==> config.mk <==
export PLATFORM = sky130hd
export DESIGN_NAME = lamp_sqrt_issuer
export DESIGN_NICKNAME = d
export VERILOG_FILES = /design/src/rtl/lamp_sqrt_issuer.sv
export SDC_FILE = /design/constraint.sdc
export NUM_CORES = 1
export LEC_CHECK = 0
export BUFFER_PORTS_ARGS = -buffer_cell sky130_fd_sc_hd__clkbuf_2
export CORE_MARGIN = 2
export CORE_UTILIZATION = 52
export DETAILED_ROUTE_END_ITERATION = 10
export PLACE_DENSITY = 0.83
export SYNTH_ARGS = -nofsm -noshare
export SYNTH_HDL_FRONTEND = slang
export SYNTH_SLANG_ARGS = --single-unit
==> constraint.sdc <==
create_clock -name clk -period 2.55 [get_ports clk]
set_input_delay 0.3825 -clock clk [delete_from_list [all_inputs] [get_ports clk]]
set_output_delay 0.3825 -clock clk [all_outputs]
set_load 0.05 [all_outputs]
==> src/rtl/lamp_sqrt_issuer.sv <==
// Issue stage for the LAMP sqrt / inverse-sqrt unit: special-case filtering,
// operand unpacking, start pulse, result repacking and watchdog abort.
module lamp_sqrt_issuer #(
    parameter int unsigned TIMEOUT_CYCLES = 32,
    parameter logic [15:0] QNAN           = 16'h7FC0
) (
    input  logic        clk,
    input  logic        rst,
    input  logic        op_valid_i,
    output logic        op_ready_o,
    input  logic [15:0] op_a_i,
    input  logic        op_inv_i,
    output logic        sq_DoSqrt_o,
    output logic        sq_DoInvSqrt_o,
    output logic        sq_s_o,
    output logic [7:0]  sq_e_o,
    output logic [7:0]  sq_m_o,
    input  logic        sq_s_i,
    input  logic [7:0]  sq_e_i,
    input  logic [7:0]  sq_m_i,
    input  logic        sq_valid_i,
    output logic        res_valid_o,
    input  logic        res_ready_i,
    output logic [15:0] res_o,
    output logic        res_invalid_o,
    output logic        res_err_o
);

    localparam int unsigned   WD_W    = $clog2(TIMEOUT_CYCLES);
    localparam logic [WD_W-1:0] WD_LAST = WD_W'(TIMEOUT_CYCLES - 1);

    typedef enum logic [1:0] {
        IDLE  = 2'd0,
        ISSUE = 2'd1,
        WAIT  = 2'd2,
        DONE  = 2'd3
    } state_t;

    state_t            state_q, state_d;
    logic              do_sqrt_q, do_sqrt_d;
    logic              do_inv_q, do_inv_d;
    logic              sq_s_q, sq_s_d;
    logic [7:0]        sq_e_q, sq_e_d;
    logic [7:0]        sq_m_q, sq_m_d;
    logic              res_valid_q, res_valid_d;
    logic [15:0]       res_q, res_d;
    logic              invalid_q, invalid_d;
    logic              err_q, err_d;
    logic [WD_W-1:0]   wd_q, wd_d;

    logic              op_s;
    logic [7:0]        op_e;
    logic [6:0]        op_f;
    logic signed [9:0] pack_b;
    logic [15:0]       pack_res;
    logic [WD_W-1:0]   wd_inc;

    assign op_s = op_a_i[15];
    assign op_e = op_a_i[14:7];
    assign op_f = op_a_i[6:0];

    assign op_ready_o     = (state_q == IDLE);
    assign sq_DoSqrt_o    = do_sqrt_q;
    assign sq_DoInvSqrt_o = do_inv_q;
    assign sq_s_o         = sq_s_q;
    assign sq_e_o         = sq_e_q;
    assign sq_m_o         = sq_m_q;
    assign res_valid_o    = res_valid_q;
    assign res_o          = res_q;
    assign res_invalid_o  = invalid_q;
    assign res_err_o      = err_q;

    // Rebias in 10 bits so under/overflow of the biased exponent is visible.
    always_comb begin
        pack_b = $signed({{2{sq_e_i[7]}}, sq_e_i}) + 10'sd127;
        if (sq_m_i == 8'h00 || pack_b <= 10'sd0) begin
            pack_res = {sq_s_i, 15'h0000};
        end else if (pack_b >= 10'sd255) begin
            pack_res = {sq_s_i, 8'hFF, 7'h00};
        end else begin
            pack_res = {sq_s_i, pack_b[7:0], sq_m_i[6:0]};
        end
    end

    always_comb begin
        state_d     = state_q;
        do_sqrt_d   = 1'b0;
        do_inv_d    = 1'b0;
        sq_s_d      = sq_s_q;
        sq_e_d      = sq_e_q;
        sq_m_d      = sq_m_q;
        res_valid_d = res_valid_q;
        res_d       = res_q;
        invalid_d   = invalid_q;
        err_d       = err_q;
        wd_d        = wd_q;
        wd_inc      = wd_q + 1'b1;

        case (state_q)
            IDLE: begin
                if (op_valid_i) begin
                    invalid_d = 1'b0;
                    err_d     = 1'b0;
                    if ((op_e == 8'hFF && op_f != 7'h00) ||
                        (op_s && (op_e != 8'h00 || op_f != 7'h00))) begin
                        res_d       = QNAN;
                        invalid_d   = 1'b1;
                        res_valid_d = 1'b1;
                        state_d     = DONE;
                    end else if (op_e == 8'h00) begin
                        res_d       = op_inv_i ? {op_s, 8'hFF, 7'h00} : {op_s, 15'h0000};
                        res_valid_d = 1'b1;
                        state_d     = DONE;
                    end else if (op_e == 8'hFF) begin
                        res_d       = op_inv_i ? 16'h0000 : 16'h7F80;
                        res_valid_d = 1'b1;
                        state_d     = DONE;
                    end else begin
                        sq_s_d    = op_s;
                        sq_e_d    = op_e - 8'd127;
                        sq_m_d    = {1'b1, op_f};
                        do_sqrt_d = ~op_inv_i;
                        do_inv_d  = op_inv_i;
                        state_d   = ISSUE;
                    end
                end
            end
            ISSUE: begin
                wd_d    = '0;
                state_d = WAIT;
            end
            WAIT: begin
                wd_d = wd_inc;
                if (sq_valid_i) begin
                    res_d       = pack_res;
                    invalid_d   = 1'b0;
                    err_d       = 1'b0;
                    res_valid_d = 1'b1;
                    state_d     = DONE;
                end else if (wd_inc == WD_LAST) begin
                    res_d       = QNAN;
                    invalid_d   = 1'b0;
                    err_d       = 1'b1;
                    res_valid_d = 1'b1;
                    state_d     = DONE;
                end
            end
            DONE: begin
                if (res_ready_i) begin
                    res_valid_d = 1'b0;
                    state_d     = IDLE;
                end
            end
            default: state_d = IDLE;
        endcase
    end

    always_ff @(posedge clk or negedge rst) begin
        if (!rst) begin
            state_q     <= IDLE;
            do_sqrt_q   <= 1'b0;
            do_inv_q    <= 1'b0;
            sq_s_q      <= 1'b0;
            sq_e_q      <= '0;
            sq_m_q      <= '0;
            res_valid_q <= 1'b0;
            res_q       <= '0;
            invalid_q   <= 1'b0;
            err_q       <= 1'b0;
            wd_q        <= '0;
        end else begin
            state_q     <= state_d;
            do_sqrt_q   <= do_sqrt_d;
            do_inv_q    <= do_inv_d;
            sq_s_q      <= sq_s_d;
            sq_e_q      <= sq_e_d;
            sq_m_q      <= sq_m_d;
            res_valid_q <= res_valid_d;
            res_q       <= res_d;
            invalid_q   <= invalid_d;
            err_q       <= err_d;
            wd_q        <= wd_d;
        end
    end

endmodule

==> results of run 1 <==
-- synthesized netlist by cell type (3+ instances only) --
cell,n,area (µm²)
sky130_fd_sc_hd__or3_1,4,25.0
sky130_fd_sc_hd__xor2_1,6,52.6
sky130_fd_sc_hd__nand2_1,35,131
sky130_fd_sc_hd__nor4_1,7,43.8
sky130_fd_sc_hd__nand3_1,17,85.1
sky130_fd_sc_hd__nand3b_1,3,22.5
sky130_fd_sc_hd__or4_1,3,22.5
sky130_fd_sc_hd__a211oi_1,8,60.1
sky130_fd_sc_hd__nor2b_1,4,25.0
sky130_fd_sc_hd__buf_2,4,20.0
sky130_fd_sc_hd__o21ai_0,30,150
sky130_fd_sc_hd__nand2b_1,7,43.8
sky130_fd_sc_hd__dfrtp_1,45,1130
sky130_fd_sc_hd__nor3_1,4,20.0
sky130_fd_sc_hd__inv_1,15,56.3
sky130_fd_sc_hd__ha_1,11,138
sky130_fd_sc_hd__mux2_2,8,90.1
sky130_fd_sc_hd__nor2_1,22,82.6
sky130_fd_sc_hd__nand4b_1,4,35.0
sky130_fd_sc_hd__xnor2_1,7,61.3
sky130_fd_sc_hd__a21oi_1,6,30.0
sky130_fd_sc_hd__clkbuf_1,9,33.8
-- area by class of cell --
| type | count | share of cell area [%] |
|---|---|---|
| multi-input cells | 220 | 42.5 |
| flip-flops and latches | 45 | 31.8 |
| repair buffers | 116 | 19.1 |
| well taps | 70 | 2.47 |
| clock buffers | 5 | 1.94 |
| inverters | 15 | 1.73 |
| clock inverters | 3 | 0.494 |
-- cells by family (layout without fill, tap and decap cells) --
group / after synthesis / in the layout / synth area share, %
XOR/XNOR: 13 / 13 / 4.25
multiplexers: 9 / 9 / 3.73
AO/OA/AOI/OAI: 62 / 62 / 15.1
buffers and inverters: 30 / 139 / 4.67
AND/OR/NAND/NOR: 125 / 125 / 25.1
flip-flops: 45 / 45 / 42.0
adder cells (fa/ha/maj): 11 / 11 / 5.14
-- report_power, final --
part | switching (mW) | internal, mW
clock network | 0.250 | 0.189
logic | 1.72 | 0.677
registers | 0.177 | 0.999
total | 2.14 | 1.87
-- per-stage QoR --
stage	cells	power [mW]	setup slack (ps)	TNS (ps)
floorplan	295	2.90	-437	-5460
global placement	466	3.47	-236	-2920
detailed placement	466	3.54	-388	-4500
CTS	474	4.00	7.67	0
global route	474	4.27	-78.1	-356
finish	474	4.01	15.7	0
-- flip-flops by register name, indices dropped and copies added (netlist names) --
signal,flops
sq_s_o,1
res_valid_o,1
sq_m_o,8
res_o,16
sq_e_o,8
state_q,2
sq_DoInvSqrt_o,1
wd_q,5
res_invalid_o,1
sq_DoSqrt_o,1
res_err_o,1
-- per-layer routing --
metal	vias up	share of wire [%]	track usage, %
met4	0	1.8	8.97
met3	15	5.6	4.10
met5	-	0	0
met1	1238	43	33.4
met2	83	50	38.5
li1	1259	-	-
-- cells in the final DEF, fill, tap and decap left out, types with 7 or more instances in the layout --
master	instances
sky130_fd_sc_hd__nand3_1	17
sky130_fd_sc_hd__clkbuf_2	77
sky130_fd_sc_hd__o21ai_0	24
sky130_fd_sc_hd__ha_1	9
sky130_fd_sc_hd__nor2_1	22
sky130_fd_sc_hd__mux2_2	8
sky130_fd_sc_hd__inv_1	13
sky130_fd_sc_hd__nand2b_1	7
sky130_fd_sc_hd__dfrtp_1	45
sky130_fd_sc_hd__buf_4	39
sky130_fd_sc_hd__nand2_1	35
-- timing repair --
item | in CTS | in global routing
resized for setup | 4 | 6
endpoints found under the setup margin | 8 | 15
setup buffers | 0 | 0
pin swaps | 1 | 5
-- path summary, 6_finish.rpt --
path | end | startpoint | slack (ps) | depth (start not counted)
worst max register to register | res_o[10]$_DFFE_PN0P_ | wd_q[1]$_DFFE_PN0P_ | 240 | 8
max in group asynchronous | res_o[14]$_DFFE_PN0P_ | rst | 2020 | 2
min in group clk | sq_DoSqrt_o$_DFF_PN0_ | op_inv_i | 280 | 2
worst max-delay path | res_o[10]$_DFFE_PN0P_ | sq_e_i[0] | 20 | 12
worst min-delay path | res_o[5]$_DFFE_PN0P_ | rst | 140 | 2
worst min register to register | sq_m_o[7]$_DFFE_PN0P_ | sq_m_o[7]$_DFFE_PN0P_ | 480 | 1
==> results.txt, run 1 <==
The flow ran to the end, and the final reports show no timing, DRC or antenna violations. The mean number of vias per cell came out at 5.47. The clock skew came out at 6.26 ps. The number of enable-type register cells in the synthesized netlist is 0. The initial core utilization is between 50% and 60%. The routed wire length came out at roughly 7000 µm.

The synthesized netlist cell count is between 200 and 300. The critical-path maximum fanout came out at 8. The number of antenna violations at the first check in global routing was 0. The post-route worst hold slack came out at 145 ps. Dividing total power by cell area gives a power density of roughly 1100 nW/µm². At the worst endpoint, the required time is ~2800 ps. The leakage dissipation came out at about 1.6 nW.

The number of nets produced by synthesis is between 300 and 400. The synthesized design contains 45 register bits. The transition time of the tightest slew-check pin came out at 561 ps. The delay contributed by the slowest stage of the critical path came out at approximately 330 ps.

The TritonCTS clock tree is done. The clock insertion delay at the later pin of the skew report came out at just over 300 ps. In the final layout, the share of cells above drive strength 1 is approximately two fifths. The pre-antenna-repair detailed-routing pass consisted of 4 iterations. The flip-flop and latch area is approximately 1100 µm². During synthesis, Yosys emitted a total of 0 warnings.

After filler insertion, the fill cell instance count of the layout stands at 379. The element type at the critical path end is a flop. The tightest min-delay check is of the in2async type.

The post-route standard cell area excluding fillers is between 3000 and 4000 µm². The highest clock frequency the design can meet is a little under 0.4 GHz. The standard cell area after detailed placement is ~3400 µm². The worst setup path is launched from an input pin. In the final layout, the multi-input gates occupy between 1500 and 2000 µm². From bottom edge to top edge, the die measures 75.8 µm.

The sequential element share of the synthesized area came out at a little over two fifths. The count of clock tree sinks is 45. The count of buffers from port buffering came out at 77.

The count of endpoints failing hold in the final timing report came to 0. The cell repeated most along the worst path is sky130_fd_sc_hd__buf_4. The number of max-slew violations in the final report came out at 0. The post-route antenna net violation count came out at 0.

The count of different cell masters after synthesis is between 50 and 60. The number of nets in the finished design is ~450. The clock input transition at the sequential cells of the worst setup and hold paths is 90 ps. Buffers inserted during clock tree synthesis total 5. The final weighted congestion in routability-driven placement came out at about 0.87. Data arrives at the worst endpoint at approximately 2700 ps.

In this design, the largest share of critical-path delay is due to compound AO/OA/AOI/OAI gates. The number of global-route vias before repair came out at ~2300. The detailed-route wire length per cell is ~15 µm. The clock period minus worst slack came out at about 2500 ps. The slowest cell on the critical path is sky130_fd_sc_hd__nor4_2. The die outline width came out at roughly 76 µm. The total number of vias came out at roughly 2600. Summed over all layers, the global routing overflow is 0. The largest voltage drop on the vdd net came out at 0.720 mV.

between 70 and 80 I/O pins were placed. The worst setup path is of the in2reg kind. The netlist area before placement is around 2700 µm². The signed area change from the synthesized netlist to the final layout is 32.3%. The final standard cell utilization of the core is about 70%.

Entering global routing, the biggest net connects 46 pins. The maximum buffer depth of the clock tree came out at 2. The wire length of the first global-routing pass is between 10000 and 15000 µm. The die area came out at 5740 µm². The remaining design rule violation count came out at 0. The violation count after the first detailed-route iteration is roughly 190.

CTS placed an instance of sky130_fd_sc_hd__clkbuf_8 at the clock tree root. The number of hold buffers added after CTS was 0. The placeable core area is roughly 5000 µm². The number of maximum-capacitance violations came out at 0. The combined buffer and inverter count along the critical path came out at 3. The overall routing resource usage came out at roughly 24%.

The final critical-path share of the clock period came out at approximately 99%. The final setup violation count came out at 0. In this run the tightest slew margin relative to its limit is 62.6%. The HPWL after detailed placement is between 5000 and 6000 µm. The H-tree depth is 2. The number of standard-cell rows in the floorplan is 26. Of all flip-flops after synthesis, the portion carrying an async set or reset was 100%.

For this run, the leading register cell type out of synthesis is sky130_fd_sc_hd__dfrtp_1. The number of antenna diodes in the final layout is 0. The signal on the critical path passes through clkbuf_2, buf_4, nor4_2, buf_4, nand4b_1, a22oi_2, nor2b_4, ha_4, xnor2_2, o21a_1, o211ai_4, a211oi_1.

Dividing the synthesized area by the synthesized cell count gives 9.08 µm².
Power figures use the tool's default switching activity.
==> run 2: changes to the inputs <==
Settings changed: CORE_UTILIZATION 52 to 47, PLACE_DENSITY 0.83 to 0.79.
Clock period 2.55 ns to 2.17 ns, I/O delays scaled along.
==> results.txt, run 2 (synthesis gave the netlist of run 1 again) <==
The run finished, with violations left. The final reports fail on setup timing. The post-route worst hold slack is around 240 ps. The data arrival at the endpoint of the critical path is roughly 2700 ps. The startpoint identified for the worst hold timing path is op_inv_i. The tightest min-delay check is of the in2reg type.

The clock tree synthesis step divided the H-tree into 2 levels. The transition time of the tightest slew-check pin came out at 588 ps. The number of CTS-inserted buffers is 5. The power density over the cells is about 1300 nW/µm². The final weighted congestion in routability-driven placement is between 0.9 and 1. The leakage dissipation is 1.79 nW. The HPWL after detailed placement is 5780 µm. The slack of the critical path came out at -261 ps. The clock skew came out at between 9 and 10 ps. The flip-flop count of the largest register, all copies and words added came out at 16. The die is ~80 µm tall.

The net count of the finished layout is approximately 480. The signed area change from the synthesized netlist to the final layout came out at 44.4%. The highest clock frequency the design can meet is between 0.4 and 0.5 GHz.

The placeable core area is between 5000 and 6000 µm². The flip-flop and latch area is about 1100 µm². After detailed routing, the wire length on met1 is between 3000 and 4000 µm.

The overall routing resource usage is between 20% and 30%. The routed wire length is a little under 8000 µm. The TritonCTS clock tree is done. The first-pass iteration count of the detailed router is 4.

Leaving out fill and tap cells, the most frequent cell in the layout is sky130_fd_sc_hd__clkbuf_2. Buffers placed on the I/O ports in this run total between 70 and 80. Clock-pin slew was measured on the worst setup and hold paths at 90 ps. The number of global-route vias before repair is roughly 2800. The clock passes through at most 2 buffers. The number of antenna violations at the first check in global routing was 0. IR analysis of the VDD net gives a maximum drop of around 1.1 mV. Using the TritonRoute via totals, the vias-per-cell ratio works out to ~5.6. The count of endpoints failing hold in the final timing report came to 0. Setup repair after global routing could not meet its margin everywhere.

The startpoint identified for the worst register-to-register timing path is wd_q[1]$_DFFE_PN0P_. Including well taps, the total number of placed cells is approximately 490. Headroom to the max-slew limit came out at between 60 and 70%. The total congestion overflow came out at 0. The critical path launch point is sq_e_i[1]. The element type at the critical path end is a flop. Entering global routing, the biggest net connects 28 pins. The violation count after the first detailed-route iteration is approximately 140.

After detailed routing, the average wire length per cell comes to roughly 16 µm. The wire length of the first global-routing pass came out at roughly 13000 µm. The clock period minus worst slack is 2430 ps. The kind of start point of the critical path is an input pin. The required time of the critical path came out at 2390 ps. At the placement stage, the worst setup path has a slack of -693 ps. The clock insertion delay at the later pin of the skew report came out at around 300 ps.

Summing internal, switching and leakage power gives between 5 and 6 mW. Across all layers, the routed design uses roughly 2800 vias. The final setup violation count came out at 15. The critical-path maximum fanout is 8.

Summed over all failing endpoints, the final setup total negative slack is -2720 ps. The routed wire length on met3 is roughly 380 µm. Once the floorplan was initialized, standard cells occupied a little under 50% of the core. The repair_antennas step left the layout with diodes totalling 0. Leaving out fill and tap cells, the most frequent cells in the layout are 75 x sky130_fd_sc_hd__clkbuf_2, 61 x sky130_fd_sc_hd__buf_4, 45 x sky130_fd_sc_hd__dfrtp_1, 35 x sky130_fd_sc_hd__nand2_1, 24 x sky130_fd_sc_hd__o21ai_0. The final cell count without fillers is approximately 500. The final critical-path share of the clock period came out at 112%. In this run the core area contains 27 standard-cell rows. The die outline width came out at ~80 µm. 78 I/O pins were placed. The clock root buffer is sky130_fd_sc_hd__clkbuf_8. The post-route antenna net violation count came out at 0. The remaining design rule violation count is 0. The fraction of final layout cells sized beyond drive strength 1 is between 40% and 50%. The number of max-slew violations in the final report is 0.

Wire segments on met2 add up to approximately 3900 µm in the final route. The number of maximum-capacitance violations came out at 0. The count of fill cells added during filler insertion came out at about 400. The highest metal layer carrying signal wires in the routed design is met4. Counting every sink on the clock net gives 45. The multi-input logic area is ~1600 µm². The setup path with the least slack is of type in2reg. The die area is roughly 6300 µm².
[run 2: cell types whose count changed in the layout (fill, tap and decap cells not counted), sizes merged]
| cell | before | now |
|---|---|---|
| buf | 39 | 66 |
| clkinv | 2 | 0 |
| dlygate4sd3 | 0 | 1 |
[run 2: per-layer routing]
| layer | track usage, % | vias up |
|---|---|---|
| met5 | 0 | - |
| met4 | 7.93 | 0 |
| met3 | 3.96 | 23 |
| met2 | 45.9 | 89 |
| met1 | 31.3 | 1367 |
| li1 | - | 1318 |
[run 2: where the power goes]
part           total (mW)  internal (mW)  leakage, nW  switching, mW
combinational        3.14          0.985         1.20           2.15
sequential           1.38           1.17        0.553          0.207
clock               0.511          0.228       0.0385          0.283
[run 2: worst max-delay path, cell delays in order]
cell	delay (ps)
sky130_fd_sc_hd__buf_6	100
sky130_fd_sc_hd__inv_4	60
sky130_fd_sc_hd__ha_4	110
sky130_fd_sc_hd__or3b_4	400
sky130_fd_sc_hd__a211o_1	260
sky130_fd_sc_hd__a22oi_2	210
sky130_fd_sc_hd__nor2b_4	200
sky130_fd_sc_hd__ha_4	220
sky130_fd_sc_hd__xnor2_2	110
sky130_fd_sc_hd__o21a_1	190
sky130_fd_sc_hd__o211ai_4	170
sky130_fd_sc_hd__a211oi_2	270
[run 2: path summary, 6_finish.rpt]
| kind | endpoint | slack, ps | cells after the start |
|---|---|---|---|
| worst max-delay path | res_o[8]$_DFFE_PN0P_ | -260 | 12 |
| worst min-delay path | sq_DoSqrt_o$_DFF_PN0_ | 240 | 2 |
| worst max register to register | res_o[11]$_DFFE_PN0P_ | -20 | 8 |
| worst min register to register | sq_e_o[5]$_DFFE_PN0P_ | 490 | 2 |
| max in group asynchronous | res_o[0]$_DFFE_PN0P_ | 910 | 3 |
| min in group asynchronous | sq_e_o[2]$_DFFE_PN0P_ | 530 | 2 |
[run 2: layout make-up]
cell class              instances  share of cell area, %
well taps                      72                   2.33
flip-flops and latches         45                   29.1
clock buffers                   7                   1.97
inverters                      15                   1.65
clock inverters                 1                  0.194
repair buffers                142                   23.6
multi-input cells             220                   41.2
[run 2: what timing repair did]
item / in CTS / in global routing
hold endpoints to repair: 18 / 0
hold buffers: 1 / 0
pin swaps: 19 / 12
resized for setup: 19 / 11
setup buffers: 2 / 3
endpoints found under the setup margin: 15 / 15
[run 2: stage by stage]
stage               area, µm²  utilization [%]
floorplan                2770                -
finish                   3870             70.3
CTS                      3790             68.8
global placement         3600             65.3
global route             3870             70.3
detailed placement       3600             65.3
